$ cat src/rtl/moore_pkg.sv
// Shared definitions for the Moore sequence-detector feeder blocks.
// Build option: define MOORE_SER_PARITY_EN to append an even-parity bit to every frame.
package moore_pkg;

    localparam int DEFAULT_WIDTH = 8;

    localparam logic [1:0] ST_IDLE   = 2'd0;
    localparam logic [1:0] ST_SHIFT  = 2'd1;
    localparam logic [1:0] ST_PARITY = 2'd2;

    typedef enum logic [1:0] {
        IDLE   = ST_IDLE,
        SHIFT  = ST_SHIFT
`ifdef MOORE_SER_PARITY_EN
        ,
        PARITY = ST_PARITY
`endif
    } state_t;

endpackage

$ cat src/rtl/ser_shift_reg.sv
// Datapath of the serializer: a left-aligned register holding the bits still to be sent,
// a down-counter of remaining data bits, and a running XOR of every bit put on the line.
module ser_shift_reg
    import moore_pkg::*;
#(
    parameter int WIDTH = DEFAULT_WIDTH
) (
    input  logic             clk,
    input  logic             reset,
    input  logic             load,
    input  logic             shift,
    input  logic [WIDTH-1:0] d,
    output logic             msb,
    output logic             last,
    output logic             parity
);

    localparam int CW = $clog2(WIDTH);
    localparam logic [CW-1:0] CNT_INIT = CW'(WIDTH - 1);

    logic [WIDTH-1:0] sr_q;
    logic [CW-1:0]    cnt_q;
    logic             par_q;

    // The MSB goes straight onto the line at load, so only the remaining bits are kept,
    // left-aligned, and the parity starts from that MSB.
    always_ff @(posedge clk or negedge reset) begin
        if (!reset) begin
            sr_q  <= '0;
            cnt_q <= '0;
            par_q <= 1'b0;
        end else if (load) begin
            sr_q  <= {d[WIDTH-2:0], 1'b0};
            cnt_q <= CNT_INIT;
            par_q <= d[WIDTH-1];
        end else if (shift) begin
            sr_q  <= {sr_q[WIDTH-2:0], 1'b0};
            par_q <= par_q ^ sr_q[WIDTH-1];
            if (cnt_q != '0) begin
                cnt_q <= cnt_q - 1'b1;
            end
        end
    end

    assign msb    = sr_q[WIDTH-1];
    assign last   = (cnt_q == '0);
    assign parity = par_q;

endmodule

$ cat src/rtl/moore_bit_serializer.sv
// Parallel-to-serial feeder for the Moore detector: valid/ready word input, MSB-first
// registered bit stream with gapless back-to-back frames.
// Build option: define MOORE_SER_PARITY_EN to append an even-parity bit to every frame.
module moore_bit_serializer
    import moore_pkg::*;
#(
    parameter int   WIDTH    = DEFAULT_WIDTH,
    parameter logic IDLE_BIT = 1'b0
) (
    input  logic             clk,
    input  logic             reset,
    input  logic [WIDTH-1:0] in_data,
    input  logic             in_valid,
    output logic             in_ready,
    output logic             x,
    output logic             x_valid,
    output logic             frame_start
);

    state_t state_q;
    logic   x_q;
    logic   xValid_q;
    logic   frameStart_q;

    logic   nextBit;
    logic   lastBit;
    logic   parityBit;
    logic   finalCycle;
    logic   accept;
    logic   shiftEn;

`ifdef MOORE_SER_PARITY_EN
    assign finalCycle = (state_q == PARITY);
`else
    logic unusedParity;
    assign unusedParity = parityBit;
    assign finalCycle   = (state_q == SHIFT) && lastBit;
`endif

    assign in_ready = (state_q == IDLE) || finalCycle;
    assign accept   = in_valid && in_ready;
    assign shiftEn  = (state_q == SHIFT) && !lastBit && !accept;

    ser_shift_reg #(
        .WIDTH (WIDTH)
    ) u_shift (
        .clk    (clk),
        .reset  (reset),
        .load   (accept),
        .shift  (shiftEn),
        .d      (in_data),
        .msb    (nextBit),
        .last   (lastBit),
        .parity (parityBit)
    );

    // Frame sequencing; an accept always starts a fresh frame, even from the final cycle.
    always_ff @(posedge clk or negedge reset) begin
        if (!reset) begin
            state_q      <= IDLE;
            x_q          <= IDLE_BIT;
            xValid_q     <= 1'b0;
            frameStart_q <= 1'b0;
        end else if (accept) begin
            state_q      <= SHIFT;
            x_q          <= in_data[WIDTH-1];
            xValid_q     <= 1'b1;
            frameStart_q <= 1'b1;
        end else begin
            frameStart_q <= 1'b0;
            case (state_q)
                SHIFT: begin
                    if (!lastBit) begin
                        x_q      <= nextBit;
                        xValid_q <= 1'b1;
                    end else begin
`ifdef MOORE_SER_PARITY_EN
                        state_q  <= PARITY;
                        x_q      <= parityBit;
                        xValid_q <= 1'b1;
`else
                        state_q  <= IDLE;
                        x_q      <= IDLE_BIT;
                        xValid_q <= 1'b0;
`endif
                    end
                end
                default: begin
                    state_q  <= IDLE;
                    x_q      <= IDLE_BIT;
                    xValid_q <= 1'b0;
                end
            endcase
        end
    end

    assign x           = x_q;
    assign x_valid     = xValid_q;
    assign frame_start = frameStart_q;

endmodule

$ cat config.mk
export PLATFORM = sky130hd
export DESIGN_NAME = moore_bit_serializer
export DESIGN_NICKNAME = d
export VERILOG_FILES = /design/src/rtl/moore_pkg.sv /design/src/rtl/ser_shift_reg.sv /design/src/rtl/moore_bit_serializer.sv
export SDC_FILE = /design/constraint.sdc
export NUM_CORES = 1
export LEC_CHECK = 0
export ABC_AREA = 1
export CAP_MARGIN = 20
export CORE_UTILIZATION = 40
export DETAILED_ROUTE_END_ITERATION = 10
export GPL_TIMING_DRIVEN = 0
export PLACE_DENSITY_LB_ADDON = 0.15
export SLEW_MARGIN = 5
export SYNTH_ARGS = -nofsm -noshare
export SYNTH_HDL_FRONTEND = slang
export SYNTH_SLANG_ARGS = --single-unit
$ cat constraint.sdc
create_clock -name clk -period 3.1 [get_ports clk]
set_input_delay 0.93 -clock clk [delete_from_list [all_inputs] [get_ports clk]]
set_output_delay 0.93 -clock clk [all_outputs]
set_load 0.02 [all_outputs]
# After elaboration in Yosys (flattened, before gate mapping)
# Index checks and enable logic that the tools add are counted.
# totals
input_bits,11
ff_bits,16
# op_classes
n_reduce_logical,13
n_eq_ne,2
n_mux,15
n_addsub,1
# ops
cell,count
two-way mux 8 bit,2
two-way mux 3 bit,3
two-way mux 1 bit,7
two-way mux 2 bit,3
logical AND 1 bit,4
nonzero test 2 bit,2
zero test 3 bit,1
"!= test 3 bit, second input constant",1
nonzero test 3 bit,1
"subtractor 3 x 1 -> 3 bit, second input constant",1
"== test 2 x 1 -> 1 bit, second input constant",1
zero test 1 bit,2
zero test 2 bit,1
AND reduction 2 bit,1
logical OR 1 bit,1

# Logic depth before layout (Yosys ltp)
# logic_depth
word_depth,8
ltp_mapped,9

# Cells and area by module
# A second synthesis with hierarchy kept.
# unflattened
hier_cells,84
hier_area_um2,772.0
# by_module_without_submodules
module,cells_each,instances,seq_area_each_um2,area_each_um2
ser_shift_reg,69,1,275.3,614.3
moore_bit_serializer,15,1,100.1,157.7

# Worst setup path before layout
# OpenSTA, ideal clock, no wires.
# synth_path
path_type,register to output
start,reg u_shift.cnt_q[0]
end,out in_ready
n_path_buf,1
required_time_ns,2.170
arrival_ns,1.021
slack_ns,1.149
stages_incl_launch_ff,7
path_cell_list,dfrtp_1 -> inv_1 -> ha_1 -> ha_1 -> inv_1 -> nand2_2 -> buf_6
# synth_between
elab_chain_len,3
# synth_lines
element,line_no,text
from (decl),ser_shift_reg.sv:22,logic [CW-1:0] cnt_q;
from (signal assigned),ser_shift_reg.sv:40,cnt_q <= cnt_q - 1'b1;
zero test 3 bit,ser_shift_reg.sv:46,assign last = (cnt_q == '0);
logical AND 1 bit,moore_bit_serializer.sv:37,assign finalCycle = (state_q == SHIFT) && lastBit;
logical OR 1 bit,moore_bit_serializer.sv:40,assign in_ready = (state_q == IDLE) || finalCycle;
to (decl),moore_bit_serializer.sv:14,"output logic in_ready,"
# Every way passes these cells.

# Final worst setup path
# Same ends and word-level chain as after synthesis.

==> results_dict.tcl <==
set metrics [dict create \
    ys_seq_area_frac 0.551 \
    drt-initial-drc-count 1 \
    syn_area_per_cell_um2 9.08 \
    clock_tree.root_cell "clkbuf_4" \
    ys_types 11 \
    fillCellCount 153 \
    drc 0 \
    grt_busiest_layer "met2" \
    min_path_type "reg -> reg" \
    synth_nets 83 \
    worst_setup_path_end_kind "primary output" \
    grt_overflow 0 \
    layout.area.seq_um2 350 \
    grt_pass1_vias 482 \
    route.vias.total 519 \
    path_class "reg -> out" \
    finalCritPeriodShare 0.929 \
    path_max_fanout 10 \
    pin_count 15 \
    rows 14 \
    irDropWorstVdd_v 0.000398 \
    cts_tree "yes" \
    crit_required_ns 2.17 \
    synth_area_um2 636 \
    final_core_util 0.552 \
    slew_headroom 0.578 \
    final_cell_mix "nand3_1 (21), nand2_1 (16), dfrtp_1 (14)" \
    worst_hold_slack_ns 0.500 \
    worstSetupStartpointType "register" \
    post-cts-setup-buffer-count 0 \
    tightestPinTransition_ns 0.631 \
    clk_latency_ns 0.27 \
    dieWidth_um 41.9 \
    portBuffers 13 \
    start_util 0.427 \
    n_antenna_cell 0 \
    drive_gt1_frac 0.115 \
    cellPowerDensity_nw_per_um2 897 \
    finalPower_w 0.000737 \
    fin_setup_tns_ns 0 \
    wl_per_cell_um 11.0 \
    dieArea_um2 1750 \
    p_leak_nw 0.418 \
    cts_buffers 3 \
    clkTransAtPathRegs_ns 0.08 \
    drt-total-wl_um 1140 \
    hold_viol 0 \
    grt.met2_usage 0.238 \
    use_met3 0.0261 \
    avgViaCountPerCell 5.04 \
    grtUsageTotal 0.159 \
    yosys_warnings 0 \
    area_delta_synth_final_pct 29.3 \
    clock_path_buffers 2 \
    ys_ff_latch 14 \
    antenna_found_initial 0 \
    fp.coreArea_um2 1490 \
    maxCapViolCount 0 \
    dr.pass1.iters 2 \
    cts-hold-fix-buffers 0 \
    gp_congestion 0.709 \
    grt_pass1_wl_um 2100 \
    post_cts_resized 0 \
    die_y_um 41.9 \
    max_freq_ghz 0.347 \
    finalClockSkew_ns 0.00679 \
    period_needed_ns 2.88 \
    synthCells 70 \
    htree_levels 1 \
    met1_usage 0.215 \
    final_common_cell "nand3_1" \
    status "finished clean" \
    cts_sinks 14 \
    rsz0062_at_grt "no" \
    postRouteAntennaNets 0 \
    setup_viol 0 \
    fin_nets 101 \
    multiInputGateArea_um2 218 \
    stdcell_count 103 \
    crit_arrival_ns 1.95 \
    grt_max_degree 15 \
    maxSlewViolCount 0 \
    place_inst 99 \
    place_hpwl_um 776 \
]
registers in the layout, summed over array words and instances (netlist names):
name / flops
u_shift.sr_q: 7
u_shift.cnt_q: 3
frame_start: 1
state_q: 1
x: 1
x_valid: 1
path summary, 6_finish.rpt:
| path | start | end | slack, ns | cells past startpoint |
|---|---|---|---|---|
| max reg2reg | u_shift.cnt_q[0]$_DFFE_PN0P_ | u_shift.cnt_q[1]$_DFFE_PN0P_ | 1.71 | 7 |
| min in group asynchronous | reset | u_shift.sr_q[2]$_DFFE_PN0P_ | 1.04 | 1 |
| max in group asynchronous | reset | u_shift.sr_q[1]$_DFFE_PN0P_ | 1.65 | 1 |
| max | u_shift.cnt_q[0]$_DFFE_PN0P_ | in_ready | 0.22 | 7 |
| min reg2reg | u_shift.cnt_q[0]$_DFFE_PN0P_ | u_shift.cnt_q[0]$_DFFE_PN0P_ | 0.50 | 2 |
| min | u_shift.cnt_q[0]$_DFFE_PN0P_ | u_shift.cnt_q[0]$_DFFE_PN0P_ | 0.50 | 2 |
final cells by class:
type	count	area share
plain buffers	3	0.0411
clock buffers	4	0.0441
inverters	9	0.0411
multi-input cells	44	0.265
flip-flops and latches	14	0.426
well taps	16	0.0244
repair buffers	13	0.158
through the flow:
stage | instance area, µm² | worst slack, ns
finish | 822 | 0.221
global route | 822 | 0.0892
CTS | 822 | 0.198
detailed placement | 786 | 0.510
global placement | 786 | 0.519
floorplan | 636 | 1.15
Yosys cell counts:
cell type | number | share of area
ha_1 | 2 | 0.039
nand2_2 | 1 | 0.0098
dfrtp_1 | 14 | 0.55
o21ai_0 | 2 | 0.016
nor2_2 | 1 | 0.0098
buf_6 | 3 | 0.053
nand3_1 | 21 | 0.17
inv_1 | 8 | 0.047
inv_2 | 1 | 0.0059
o21ai_1 | 1 | 0.0079
nand2_1 | 16 | 0.094
logic make-up (layout without fill, tap and decap cells):
logic type      after synthesis  in the layout  share of synthesized area
compound gates                3              3                     0.0236
fa+ha+maj                     2              2                     0.0394
simple gates                 39             39                      0.280
flops                        14             14                      0.551
buf+inv                      12             29                      0.106
critical path, stage by stage (launching register included):
cell and delay (ns):
dfrtp_1 0.38, inv_1 0.08, ha_1 0.14, ha_1 0.17, inv_1 0.05, nand2_2 0.10
buf_6 0.15, clkdlybuf4s50_1 0.60
power by group:
part | internal (W) | total, W | switching (W)
combinational | 0.000143 | 0.000327 | 0.000184
clock | 0.0000713 | 0.000131 | 0.0000592
sequential | 0.000252 | 0.000280 | 0.0000283
total | 0.000466 | 0.000737 | 0.000271
layer usage:
layer / vias to the layer above / part of all wire
li1: 261 / -
met1: 245 / 0.48
met2: 11 / 0.46
met3: 2 / 0.038
met4: 0 / 0.013
met5: - / 0
Note: power is estimated with default switching activity, not from simulation.
